==> config.mk <==
export PLATFORM = sky130hd
export DESIGN_NAME = fp_mult_seq
export DESIGN_NICKNAME = d
export VERILOG_FILES = /design/src/rtl/fp_pkg.sv /design/src/rtl/fp_round_ne.sv /design/src/rtl/fp_mult_seq.sv
export SDC_FILE = /design/constraint.sdc
export NUM_CORES = 1
export LEC_CHECK = 0
export CORE_UTILIZATION = 35
export CTS_BUF_LIST = sky130_fd_sc_hd__clkbuf_8
export CTS_CLUSTER_DIAMETER = 80
export DETAILED_ROUTE_END_ITERATION = 10
export HOLD_SLACK_MARGIN = 0.08
export PLACE_DENSITY = 0.66
export SETUP_SLACK_MARGIN = 0.1
export SLEW_MARGIN = 20
export SYNTH_ARGS = -nofsm -noshare
export SYNTH_HDL_FRONTEND = slang
export SYNTH_HIERARCHICAL = 1
export SYNTH_SLANG_ARGS = --single-unit
==> constraint.sdc <==
create_clock -name clk -period 11.11 [get_ports clk]
set_input_delay 2.7775 -clock clk [delete_from_list [all_inputs] [get_ports clk]]
set_output_delay 2.7775 -clock clk [all_outputs]
set_load 0.1 [all_outputs]
==> src/rtl/fp_pkg.sv <==
`default_nettype none
// +----------------------------------------------------------------------------+
// | Package     : fp_pkg                                                       |
// | Description : Shared types and helpers for the sequential FP multiplier:   |
// |               FSM state encoding, operand classes, and format-generic      |
// |               constant builders (bias, canonical qNaN, signed Inf/zero).   |
// |               Constant builders return 64-bit words; callers size-cast     |
// |               them down to their own operand width.                        |
// | Revision    : 1.0 - initial release                                        |
// +----------------------------------------------------------------------------+
package fp_pkg;

    typedef enum logic [1:0] {
        IDLE = 2'd0,
        MUL  = 2'd1,
        NORM = 2'd2,
        DONE = 2'd3
    } fp_mult_state_t;

    typedef enum logic [2:0] {
        ZERO   = 3'd0,
        NORMAL = 3'd1,
        INF    = 3'd2,
        QNAN   = 3'd3,
        SNAN   = 3'd4
    } fp_class_t;

    function automatic int fp_bias(input int exp_w);
        return (1 << (exp_w - 1)) - 1;
    endfunction

    // {0, all-ones exponent, fraction MSB set, rest zero}
    function automatic logic [63:0] fp_qnan(input int exp_w, input int man_w);
        logic [63:0] v;
        v = ((64'd1 << exp_w) - 64'd1) << man_w;
        v = v | (64'd1 << (man_w - 1));
        return v;
    endfunction

    function automatic logic [63:0] fp_inf(input logic sign, input int exp_w, input int man_w);
        return ({63'd0, sign} << (exp_w + man_w)) | (((64'd1 << exp_w) - 64'd1) << man_w);
    endfunction

    function automatic logic [63:0] fp_zero(input logic sign, input int exp_w, input int man_w);
        return {63'd0, sign} << (exp_w + man_w);
    endfunction

    // Denormals (exponent zero) are classed as ZERO: the core flushes them.
    function automatic fp_class_t fp_classify(input logic exp_zero, input logic exp_ones,
                                              input logic frac_zero, input logic quiet);
        fp_class_t c;
        if (exp_zero)
            c = ZERO;
        else if (exp_ones)
            c = frac_zero ? INF : (quiet ? QNAN : SNAN);
        else
            c = NORMAL;
        return c;
    endfunction

endpackage
`default_nettype wire

==> src/rtl/fp_round_ne.sv <==
`default_nettype none
// +----------------------------------------------------------------------------+
// | Module      : fp_round_ne                                                  |
// | Description : Combinational normalise / round-to-nearest-even / pack for   |
// |               the raw significand product of two normal operands.          |
// | Ports       : sign      in  result sign                                    |
// |               exp_in    in  signed biased exponent ea+eb-bias              |
// |               prod      in  2*(MAN_W+1)-bit significand product            |
// |               result    out packed {sign, exp, frac}                       |
// |               overflow, underflow, inexact  out  exception flags           |
// | Revision    : 1.0 - initial release                                        |
// +----------------------------------------------------------------------------+
module fp_round_ne
    import fp_pkg::*;
#(
    parameter int EXP_W = 8,
    parameter int MAN_W = 23
) (
    input  logic                       sign,
    input  logic signed [EXP_W+1:0]    exp_in,
    input  logic [2*MAN_W+1:0]         prod,
    output logic [EXP_W+MAN_W:0]       result,
    output logic                       overflow,
    output logic                       underflow,
    output logic                       inexact
);

    localparam int W = 1 + EXP_W + MAN_W;
    localparam logic signed [EXP_W+1:0] EXP_MAX  = (EXP_W+2)'((1 << EXP_W) - 1);
    localparam logic signed [EXP_W+1:0] EXP_ZERO = '0;

    logic                    w_hi;
    logic [2*MAN_W+1:0]      w_aligned;
    logic [MAN_W:0]          w_sig;
    logic                    w_guard;
    logic                    w_sticky;
    logic                    w_inc;
    logic [MAN_W+1:0]        w_sig_rnd;
    logic [MAN_W-1:0]        w_frac;
    logic signed [EXP_W+1:0] w_exp_norm;
    logic signed [EXP_W+1:0] w_exp_fin;
    logic [W-1:0]            w_pack;
    logic [W-1:0]            w_inf;
    logic [W-1:0]            w_zero;

    // Product of two [1,2) significands lies in [1,4): when the top bit is
    // clear, shift left once so the leading one always sits at the MSB.
    assign w_hi      = prod[2*MAN_W+1];
    assign w_aligned = w_hi ? prod : {prod[2*MAN_W:0], 1'b0};
    assign w_sig     = w_aligned[2*MAN_W+1:MAN_W+1];
    assign w_guard   = w_aligned[MAN_W];
    assign w_sticky  = |w_aligned[MAN_W-1:0];
    assign w_inc     = w_guard & (w_sticky | w_sig[0]);
    assign w_sig_rnd = {1'b0, w_sig} + {{(MAN_W+1){1'b0}}, w_inc};

    // A rounding carry-out leaves 10...0; renormalise by one place.
    assign w_frac     = w_sig_rnd[MAN_W+1] ? w_sig_rnd[MAN_W:1] : w_sig_rnd[MAN_W-1:0];
    assign w_exp_norm = exp_in + $signed({{(EXP_W+1){1'b0}}, w_hi});
    assign w_exp_fin  = w_exp_norm + $signed({{(EXP_W+1){1'b0}}, w_sig_rnd[MAN_W+1]});

    assign w_pack = {sign, w_exp_fin[EXP_W-1:0], w_frac};
    assign w_inf  = W'(fp_inf(sign, EXP_W, MAN_W));
    assign w_zero = W'(fp_zero(sign, EXP_W, MAN_W));

    always_comb begin
        result    = w_pack;
        overflow  = 1'b0;
        underflow = 1'b0;
        inexact   = w_guard | w_sticky;
        if (w_exp_fin >= EXP_MAX) begin
            result   = w_inf;
            overflow = 1'b1;
            inexact  = 1'b1;
        end else if (w_exp_fin <= EXP_ZERO) begin
            // No denormal outputs: anything below the normal range flushes.
            result    = w_zero;
            underflow = 1'b1;
            inexact   = 1'b1;
        end
    end

endmodule
`default_nettype wire

==> src/rtl/fp_mult_seq.sv <==
`default_nettype none
// +----------------------------------------------------------------------------+
// | Module      : fp_mult_seq                                                  |
// | Description : Sequential IEEE-754 multiplier (format set by EXP_W/MAN_W).  |
// |               Radix-2 shift-add significand multiply, one bit per cycle,   |
// |               then single-cycle normalise/RNE/pack. Specials resolve at    |
// |               accept time. Denormal inputs are flushed to zero.            |
// | Ports       : clk, rst_n (async active-low)                                |
// |               in_valid/in_ready, a, b          operand handshake           |
// |               out_valid/out_ready, result      result handshake            |
// |               overflow, underflow, invalid, inexact  flags with result     |
// | Revision    : 1.0 - initial release                                        |
// +----------------------------------------------------------------------------+
module fp_mult_seq
    import fp_pkg::*;
#(
    parameter int EXP_W = 8,
    parameter int MAN_W = 23
) (
    input  logic                   clk,
    input  logic                   rst_n,
    input  logic                   in_valid,
    output logic                   in_ready,
    input  logic [EXP_W+MAN_W:0]   a,
    input  logic [EXP_W+MAN_W:0]   b,
    output logic                   out_valid,
    input  logic                   out_ready,
    output logic [EXP_W+MAN_W:0]   result,
    output logic                   overflow,
    output logic                   underflow,
    output logic                   invalid,
    output logic                   inexact
);

    localparam int W  = 1 + EXP_W + MAN_W;
    localparam int SW = MAN_W + 1;
    localparam int PW = 2 * SW;
    localparam int CW = $clog2(MAN_W + 1);
    localparam logic signed [EXP_W+1:0] BIAS_E    = (EXP_W+2)'(fp_bias(EXP_W));
    localparam logic [W-1:0]            CANON_NAN = W'(fp_qnan(EXP_W, MAN_W));

    fp_mult_state_t          r_state;
    fp_mult_state_t          w_state_next;
    logic                    r_in_ready;
    logic                    r_out_valid;
    logic [SW-1:0]           r_mcand;
    logic [SW-1:0]           r_mplier;
    logic [PW-1:0]           r_prod;
    logic [CW-1:0]           r_cnt;
    logic                    r_sign;
    logic signed [EXP_W+1:0] r_exp;
    logic [W-1:0]            r_result;
    logic                    r_overflow;
    logic                    r_underflow;
    logic                    r_invalid;
    logic                    r_inexact;

    logic [EXP_W-1:0]        w_a_exp;
    logic [EXP_W-1:0]        w_b_exp;
    logic [MAN_W-1:0]        w_a_frac;
    logic [MAN_W-1:0]        w_b_frac;
    fp_class_t               w_cls_a;
    fp_class_t               w_cls_b;
    logic                    w_sign;
    logic                    w_accept;
    logic                    w_special;
    logic [W-1:0]            w_spec_result;
    logic                    w_spec_invalid;
    logic signed [EXP_W+1:0] w_exp_sum;
    logic [SW:0]             w_sum;
    logic [PW-1:0]           w_prod_next;
    logic [W-1:0]            w_rnd_result;
    logic                    w_rnd_overflow;
    logic                    w_rnd_underflow;
    logic                    w_rnd_inexact;

    assign w_a_exp  = a[W-2:MAN_W];
    assign w_b_exp  = b[W-2:MAN_W];
    assign w_a_frac = a[MAN_W-1:0];
    assign w_b_frac = b[MAN_W-1:0];
    assign w_sign   = a[W-1] ^ b[W-1];
    assign w_cls_a  = fp_classify(w_a_exp == '0, &w_a_exp, w_a_frac == '0, w_a_frac[MAN_W-1]);
    assign w_cls_b  = fp_classify(w_b_exp == '0, &w_b_exp, w_b_frac == '0, w_b_frac[MAN_W-1]);
    assign w_accept  = in_valid & r_in_ready;
    assign w_special = !((w_cls_a == NORMAL) && (w_cls_b == NORMAL));
    assign w_exp_sum = $signed({2'b00, w_a_exp}) + $signed({2'b00, w_b_exp}) - BIAS_E;

    // Special-operand result, priority: NaN, Inf*0, Inf, zero.
    always_comb begin
        w_spec_result  = W'(fp_zero(w_sign, EXP_W, MAN_W));
        w_spec_invalid = 1'b0;
        if ((w_cls_a == QNAN) || (w_cls_a == SNAN) || (w_cls_b == QNAN) || (w_cls_b == SNAN)) begin
            w_spec_result  = CANON_NAN;
            w_spec_invalid = (w_cls_a == SNAN) || (w_cls_b == SNAN);
        end else if (((w_cls_a == INF) && (w_cls_b == ZERO)) ||
                     ((w_cls_b == INF) && (w_cls_a == ZERO))) begin
            w_spec_result  = CANON_NAN;
            w_spec_invalid = 1'b1;
        end else if ((w_cls_a == INF) || (w_cls_b == INF)) begin
            w_spec_result  = W'(fp_inf(w_sign, EXP_W, MAN_W));
        end
    end

    // One shift-add step: conditionally add the multiplicand into the upper
    // half (keeping its carry), then shift the whole register right by one.
    assign w_sum       = {1'b0, r_prod[PW-1:SW]} + (r_mplier[0] ? {1'b0, r_mcand} : '0);
    assign w_prod_next = {w_sum, r_prod[SW-1:1]};

    fp_round_ne #(
        .EXP_W (EXP_W),
        .MAN_W (MAN_W)
    ) u_round (
        .sign      (r_sign),
        .exp_in    (r_exp),
        .prod      (r_prod),
        .result    (w_rnd_result),
        .overflow  (w_rnd_overflow),
        .underflow (w_rnd_underflow),
        .inexact   (w_rnd_inexact)
    );

    always_comb begin
        w_state_next = r_state;
        case (r_state)
            IDLE:    if (w_accept) w_state_next = w_special ? DONE : MUL;
            MUL:     if (r_cnt == CW'(MAN_W)) w_state_next = NORM;
            NORM:    w_state_next = DONE;
            DONE:    if (out_ready) w_state_next = IDLE;
            default: w_state_next = IDLE;
        endcase
    end

    // Handshake outputs are registered copies of the next-state decode so
    // in_ready stays low throughout reset and nothing is combinational.
    always_ff @(posedge clk or negedge rst_n) begin
        if (!rst_n) begin
            r_state     <= IDLE;
            r_in_ready  <= 1'b0;
            r_out_valid <= 1'b0;
        end else begin
            r_state     <= w_state_next;
            r_in_ready  <= (w_state_next == IDLE);
            r_out_valid <= (w_state_next == DONE);
        end
    end

    always_ff @(posedge clk or negedge rst_n) begin
        if (!rst_n) begin
            r_mcand     <= '0;
            r_mplier    <= '0;
            r_prod      <= '0;
            r_cnt       <= '0;
            r_sign      <= 1'b0;
            r_exp       <= '0;
            r_result    <= '0;
            r_overflow  <= 1'b0;
            r_underflow <= 1'b0;
            r_invalid   <= 1'b0;
            r_inexact   <= 1'b0;
        end else begin
            case (r_state)
                IDLE: begin
                    if (w_accept) begin
                        r_mcand  <= {1'b1, w_a_frac};
                        r_mplier <= {1'b1, w_b_frac};
                        r_prod   <= '0;
                        r_cnt    <= '0;
                        r_sign   <= w_sign;
                        r_exp    <= w_exp_sum;
                        if (w_special) begin
                            r_result    <= w_spec_result;
                            r_invalid   <= w_spec_invalid;
                            r_overflow  <= 1'b0;
                            r_underflow <= 1'b0;
                            r_inexact   <= 1'b0;
                        end
                    end
                end
                MUL: begin
                    r_prod   <= w_prod_next;
                    r_mplier <= r_mplier >> 1;
                    r_cnt    <= r_cnt + 1'b1;
                end
                NORM: begin
                    r_result    <= w_rnd_result;
                    r_overflow  <= w_rnd_overflow;
                    r_underflow <= w_rnd_underflow;
                    r_inexact   <= w_rnd_inexact;
                    r_invalid   <= 1'b0;
                end
                default: ;
            endcase
        end
    end

    assign in_ready  = r_in_ready;
    assign out_valid = r_out_valid;
    assign result    = r_result;
    assign overflow  = r_overflow;
    assign underflow = r_underflow;
    assign invalid   = r_invalid;
    assign inexact   = r_inexact;

endmodule
`default_nettype wire

---- Yosys cells after proc, flatten, opt, wreduce, memory -nomap -nowiden ----
Cells that the tools add are included.
operators by class
  $add $sub $neg .......................... 7
  $mul .................................... 0
  div/mod/pow operators ................... 0
  $lt $le $gt $ge ......................... 2
  equality and inequality tests ........... 15
  shift operators ......................... 0
  multiplexer cells ....................... 45
  bitwise gates (word level) .............. 5
  reduce and logical (&&, ||, !) cells .... 25
operator list
  kind                  count
  $mux 32               4
  $mux 48               2
  $pmux 48 s2           1
  $mux 31               3
  $pmux 32 s2           1
  $mux 24               2
  $pmux 24 s2           1
  $logic_not 23->1      2
  $add 24x1->25         1
  $add 24x24->25        1
  $mux 3                8
  $mux 23               1
  $reduce_or 23->1      1
  $add 10x2->10         2
  $logic_not 8->1       2
  $reduce_and 8->1      2
  $eq 3x2->1 const B    4
  $mux 1                11
  $ge 10x9->1 const B   1
  $le 10x1->1 const B   1
  $pmux 5 s2            1
  $sub 9x7->10 const B  1
  $add 8x8->9           1
  $mux 2                4
  other kinds (20)      41
word-level totals
  flip-flop bits (word level) ............. 152
  latch bits .............................. 0
  memory bits (writable) .................. 0
  memory bits (read-only) ................. 0
  input bits .............................. 68
  output and inout port bits .............. 38
  logic and storage cells ................. 113
  memories kept ........................... 0

---- Depth between registers and ports, before layout ----
  depth after elaboration ................. 12
  gate-level depth with buffers ........... 26
  depth with buffers taken out ............ 20

---- By module ----
Netlist, hierarchy kept.
modules (own cells, without submodules)
  module       times used  cells an instance  area each (um2)  sequential area each (um2)
  fp_mult_seq  1           923                7975.1           3803.6
  fp_round_ne  1           272                1783.0           0.0

---- Least setup slack after synthesis ----
No wires, ideal clock.
  kind .................................... reg2reg
  start ................................... reg r_prod[47]
  end ..................................... reg r_result[16], in the netlist result[16]
  library setup time ...................... 0.133 ns
  arrival ................................. 5.188 ns
  required time ........................... 10.977 ns
  setup slack ............................. 5.788 ns
  cell stages (with the launch flop) ...... 26
  path buffers ............................ 6
  period minus slack after synthesis ...... 5.322 ns
  path through ............................ dfrtp_1 > buf_6 > buf_6 > clkbuf_1 > clkbuf_1 > nand2_1 > a21boi_0 > ha_1 > nand3_1 > a2111oi_4 > nand4_4 > nor3_2 > nand2_1 > fa_1 > inv_1 > ha_1 > or4b_1 > o22ai_1 > and4b_1 > o31ai_1 > o21bai_2 > buf_2 > buf_4 > a31oi_1 > nand2_1 > o21ai_0
between the ends
  longest elaborated chain between the ends .. 10
  elaborated cells on any way between the ends .. 13
  those cells by class .................... add/sub (3); order compare (2); mux (5); bitwise (2); reduce/logical (1)
ends and longest elaborated chain
  element                 line                source
  from (decl)             fp_mult_seq.sv:48   logic [PW-1:0] r_prod;
  from (signal assigned)  fp_mult_seq.sv:180  r_prod <= w_prod_next;
  $mux 48                 fp_round_ne.sv:49   assign w_aligned = w_hi ? prod : {prod[2*MAN_W:0], 1'b0};
  $reduce_or 23->1        fp_round_ne.sv:52   assign w_sticky = |w_aligned[MAN_W-1:0];
  $or 1x1->1              fp_round_ne.sv:53   assign w_inc = w_guard & (w_sticky | w_sig[0]);
  $and 1x1->1             fp_round_ne.sv:53
  $add 24x1->25           fp_round_ne.sv:54   assign w_sig_rnd = {1'b0, w_sig} + {{(MAN_W+1){1'b0}}, w_inc};
  $add 10x2->10           fp_round_ne.sv:59   assign w_exp_fin = w_exp_norm + $signed({{(EXP_W+1){1'b0}}, w_sig_rnd[MAN_W+1]});
  $le 10x1->1             fp_round_ne.sv:74   end else if (w_exp_fin <= EXP_ZERO) begin
  $mux 31                 fp_round_ne.sv:74
  $mux 31 *               fp_round_ne.sv:70   if (w_exp_fin >= EXP_MAX) begin
  via w_rnd_result[16]    fp_mult_seq.sv:72   logic [W-1:0] w_rnd_result;
  $pmux 32 s2 *           fp_mult_seq.sv:161  case (r_state)
  to (signal assigned)    fp_mult_seq.sv:171  r_result <= w_spec_result;
  to (signal assigned)    fp_mult_seq.sv:185  r_result <= w_rnd_result;
  to (decl)               fp_mult_seq.sv:52   logic [W-1:0] r_result;
The timed path passes the listed nets; every way through them passes the cells marked *.
A chain may end at the register's enable or synchronous reset.

---- Final worst setup path ----
  start ................................... reg r_prod[47]
  end ..................................... reg r_result[15], in the netlist result[15]
The elaborated chain is that of the path after synthesis.

==> qor.yml <==
status: "completed"
num_vias: 8597
synth_ff_type: "dfrtp_1"
synth_seq_cells: 152
cts.clk_slew.worst_paths_ps: 90
period_needed_ps: 5580
syn2layout_area_growth_pct: 17.4
period_share: 0.502
port_buffers: 105
clock_sinks: 152
ant_nets: 0
hold_buffers: 0
yosysWarningCount: 6
grt_pass1_vias: 7948
postSynth.asyncResetShare: 1.00
clkLatencyLatePin_ps: 470
synth_area_per_cell_um2: 8.17
worst_ep_required_time_ps: 11450
yosysSeqAreaShare: 0.390
fin_worst_skew_ps: 15.7
hpwlAfterDp_um: 17100
worst_slack_ps: 5530
max_slew_margin: 0.339
setup_tns_ps: 0
num_rows: 60
r2r_end: "result[15]"
startpoint_type: "flip-flop"
netlist_instances: 1195
endpoint_kind: "flip-flop"
yosysUniqueCellTypes: 79
cts_setup_buffers: 0
final_design_area_no_fill_mm2: 0.0115
power_mw: 3.63
cts_buffer_depth: 2
yosys-top-cells-count: "307 x nand2_1, 152 x dfrtp_1, 105 x o21ai_0, 67 x nor2_1, 55 x clkbuf_1"
whs_path_depth: 1
yosysMostFrequentCell: "nand2_1"
slew_violations: 0
die_area_mm2: 0.0286
postPlaceCellArea_mm2: 0.0110
fp.dieH_um: 169
grt_max_degree: 124
synth_area_leaders: "dfrtp_1 39%, nand2_1 12%, ha_1 5.5%, o21ai_0 5.4%, xnor2_1 2.7%"
ios: 106
cts_buffers: 17
timing.fmax_ghz: 0.179
pre_cts_ws_ps: 5590
regArea_mm2: 0.00380
tightest_slew_ps: 989
fin_nets: 1369
fin_cells: 1640
antennaDiodeCount: 0
hold_ws_ps: 465
synth_top_cell_area_share: 0.390
drv_cap: 0
crit_type: "reg -> reg"
gp_congestion: 0.838
n_fill_cell: 2764
crit_arrival_ps: 5920
synth_edf_count: 0
hold_violations: 0
crit_start: "r_prod[47]"
cts_tree: "built"
irDropWorstVdd_mv: 0.154
drt_iter0_markers: 612
first_pass_iters: 5
critPathMaxFanout: 24
wl_per_cell_um: 14.8
syn_area_mm2: 0.00976
min_from: "r_mcand[23]"
postLayoutCoreUtil: 0.421
drive_gt1_frac: 0.0576
cts_root_buf: "clkbuf_8"
vias_per_cell: 5.24
setup_viol: 0
cts_resized: 0
grt_overflow: 0
drt-total-wl_um: 24300
die_w_um: 169
grt_pass1_wl_um: 40300
worstReg2RegStart: "r_prod[47]"
grt_antenna_before_repair: 0
reg2reg_slack_ps: 5530
drc_errors: 0
core-area_mm2: 0.0272
hold_path.class: "reg -> reg"
multi_input_area_mm2: 0.00556
syn-num-nets: 1309
r2r.worst_path.cells: 20
pwr_density_cell_mw_per_mm2: 317
rsz0062_at_grt: "false"
h-tree-depth: 4
place_inst: 1608
holdPathEnd: "r_mcand[23]"
start_util: 0.359
synth_area_leader_cell: "dfrtp_1"
p_leak_nw: 4.76
track_usage: 0.174
power breakdown:
group	total (mW)	switching [mW]	internal (mW)
Combinational	2.11	1.38	0.731
Clock	0.434	0.262	0.172
Sequential	1.09	0.282	0.805
Total	3.63	1.92	1.71
layout make-up:
| class | count | area share |
|---|---|---|
| sequential | 152 | 0.332 |
| timing repair buffer | 114 | 0.0981 |
| clock inverter | 15 | 0.0149 |
| inverter | 27 | 0.00885 |
| tap | 372 | 0.0406 |
| clock buffer | 17 | 0.0204 |
| multi-input combinational | 943 | 0.485 |
metal layers:
metal	GRT usage	routed length, µm	vias up
met4	0.0349	188	0
met5	0	0	-
met1	0.257	12300	4096
met2	0.265	10600	213
met3	0.0311	1130	15
li1	-	-	4273
flip-flops by register name (all words and copies together) (netlist names):
| signal | flops |
|---|---|
| in_ready | 1 |
| r_prod | 48 |
| r_state | 2 |
| out_valid | 1 |
| result | 32 |
| overflow | 1 |
| r_mplier | 24 |
| underflow | 1 |
| invalid | 1 |
| inexact | 1 |
| r_cnt | 5 |
| r_exp | 10 |
| r_mcand | 24 |
| r_sign | 1 |
critical path, stage by stage, from the launching register on:
cell and delay [ps]:
dfrtp_1 390, inv_1 330, nand2_1 170, a21boi_0 220, ha_1 230, nand3_1 150, a2111oi_4 640, nand4_4 250
nor3_2 210, nand2_1 90, fa_1 400, inv_1 90, ha_1 260, or4b_1 480, o22ai_1 140, and4b_1 230
o31ai_1 100, o21bai_2 720, a2111oi_0 160, nand2_1 100, o21ai_0 80
cells by family (layout without fill, tap and decap cells):
| logic type | Yosys count | in the layout | share of synthesized area |
|---|---|---|---|
| buf+inv | 100 | 173 | 0.0432 |
| flops | 152 | 152 | 0.390 |
| simple gates | 559 | 559 | 0.266 |
| compound gates | 267 | 267 | 0.174 |
| mux | 14 | 14 | 0.0146 |
| fa+ha+maj | 46 | 46 | 0.0613 |
| xor+xnor | 57 | 57 | 0.0512 |
placed cells by master, fill, tap and decap left out, types with 6 or more instances in the layout:
cell type        count
a211oi_1             7
a21boi_0             6
a21oi_1             49
a31oi_1             31
and2_1              29
buf_4                8
clkbuf_8            17
clkdlybuf4s50_1    104
dfrtp_1            152
ha_1                43
inv_1               27
inv_6                6
mux2i_1             12
nand2_1            307
nand2b_1            14
nand3_1             47
nand4_1             15
nand4b_1             6
nor2_1              65
nor3_1              15
nor4_1              18
o21ai_0            105
o31ai_1             13
xnor2_1             30
xor2_1              27
worst max path at each step:
stage,cells after the start,to
floorplan,25,result[16]
finish,20,result[15]
global route,20,result[13]
CTS,20,result[15]
global placement,20,result[13]
detailed placement,20,result[15]
No activity file was read; power rests on OpenSTA's default activity.
==> edit: new RTL, same flow settings <==
`EXP_W` is set to 8 in 2 places; all go to 10.
--- a/src/rtl/fp_round_ne.sv
+++ b/src/rtl/fp_round_ne.sv
@@ -15,3 +15,3 @@
 #(
-    parameter int EXP_W = 8,
+    parameter int EXP_W = 10,
     parameter int MAN_W = 23
--- a/src/rtl/fp_mult_seq.sv
+++ b/src/rtl/fp_mult_seq.sv
@@ -16,3 +16,3 @@
 #(
-    parameter int EXP_W = 8,
+    parameter int EXP_W = 10,
     parameter int MAN_W = 23
Interface: changed (resized a, b and result); port bits go from 106 to 112. The function was not compared with the original's and may differ.
==> edit against the unedited design <==
Hold slack better by 0.0081 ns. Setup slack better by 0.15 ns. Sequential cell count increased by 4. Synthesized area is 5.8% higher. Final area rose by 5.7%. Final cell count rose by 5.7%. Routed wire length up 9.4%. Power fell by 9.3%. Largest cell class unchanged. Highest routed layer unchanged.
==> edit: results (changes against the unedited design) <==
* Outcome: completed (unchanged)
* Synthesized netlist cell count at 1270 (was 1195)
* Vias after detailed routing at 9183 (was 8597)
* Met3 routed wirelength at 1400 microns (was 1130 microns)
* Number of fill cells in the layout at 2962 (was 2764)
* Nonclk buf count at 118 (was 114)
* Switching Power at 1660 uW (was 1920 uW)
* Layout clock buffers at 18 (was 17)
* Largest cells by area after synthesis: sky130_fd_sc_hd__dfrtp_1, sky130_fd_sc_hd__nand2_1, sky130_fd_sc_hd__ha_1 (unchanged)
* Multi-input gate share of the layout cell area at 50.0% (was 48.5%)
* Worst-path maximum fanout at 54 (was 24)
* PnR Total Power at 3290 uW (was 3630 uW)
* Gate power share at 55.1% (was 58.1%)
* Post-synthesis compound-gate area fraction at 16.5% (was 17.4%)
* Maximum clock skew at final layout at 0.0216 ns (was 0.0157 ns)
* Tcrit/Tclk final at 48.8% (was 50.2%)
* GP Congestion at 0.870 (was 0.838)
* Slowest library cell on the worst path: sky130_fd_sc_hd__fa_1 (was sky130_fd_sc_hd__o21bai_2)
* Vias in the first global route at 8713 (was 7948)
* Sequential cell area share at 32.3% (was 33.2%)
* Max IR drop VDD at 0.000139 V (was 0.000154 V)
* Delay of the slowest cell on the worst path at 0.44 ns (was 0.72 ns)
* # Taps at 384 (was 372)
* Number of multi-input logic gates at 1014 (was 943)
* Global routing usage on met3 at 4.34% (was 3.11%)
* Most frequent cells after synthesis: sky130_fd_sc_hd__nand2_1, sky130_fd_sc_hd__dfrtp_1, sky130_fd_sc_hd__nor2_1 (was sky130_fd_sc_hd__nand2_1, sky130_fd_sc_hd__dfrtp_1, sky130_fd_sc_hd__o21ai_0)
* Share of the synthesized netlist area taken by xor and xnor gates at 4.99% (was 5.12%)
* Data arrival time of the critical path at 5.82 ns (was 5.92 ns)
* Final nets at 1458 (was 1369)
* Fraction of final layout cells sized beyond drive strength 1 at 5.70% (was 5.76%)
* Mapped Nets at 1391 (was 1309)
* Sum of routed wire segments on met1 at 13000 microns (was 12300 microns)
* I/O Buffers at 111 (was 105)
* Clock share of power at 13.3% (was 11.9%)
* Number of ordinary inverters in the final layout at 30 (was 27)
* Share of final layout cell area taken by clock buffers and inverters at 3.26% (was 3.53%)
* Instance area after placement at 11700 sq um (was 11000 sq um)
* Layout buffering overhead excluding clock cells at 9.62% (was 9.81%)
* Largest net degree at the start of global routing at 95 (was 124)
* First-pass GRT wire length at 44600 microns (was 40300 microns)
* Fraction of the yosys area taken by sequential cells at 37.8% (was 39.0%)
* DRT Wirelength at 26600 microns (was 24300 microns)
* Routed length on met2 at 11600 microns (was 10600 microns)
* First DRT Iteration DRCs at 692 (was 612)
* Post-synthesis adder-cell area fraction at 6.15% (was 6.13%)
* Fin Hold WS at 0.473 ns (was 0.465 ns)
* TritonCTS Sinks at 156 (was 152)
* Yosys cell types at 84 (was 79)
-- edit: changes by cell type in the layout (fill, tap and decap cells not counted), sizes merged, moves of 8 or more --
cell | before | now
a2111oi | 8 | 0
nand2 | 308 | 319
nor3 | 17 | 26
nor4 | 20 | 30
o2111ai | 0 | 8
nor2 | 68 | 80
nand3 | 47 | 39
-- edit: path summary, 6_finish.rpt --
check / cells after the start / to / start
min in group asynchronous: 1 / r_mcand[16] / rst_n
setup / recovery: 20 / result[5] / r_prod[47]
hold / removal: 2 / r_mcand[7] / r_mcand[7]
hold reg to reg: 2 / r_mcand[7] / r_mcand[7]
setup reg to reg: 20 / result[5] / r_prod[47]
max in group asynchronous: 2 / r_exp[9] / rst_n
-- edit: worst min-delay path: cells and delay by family (launching register included) --
family / cells / cell delay, ns
flip-flops: 1 / 0.35
AND/OR/NAND/NOR: 2 / 0.10
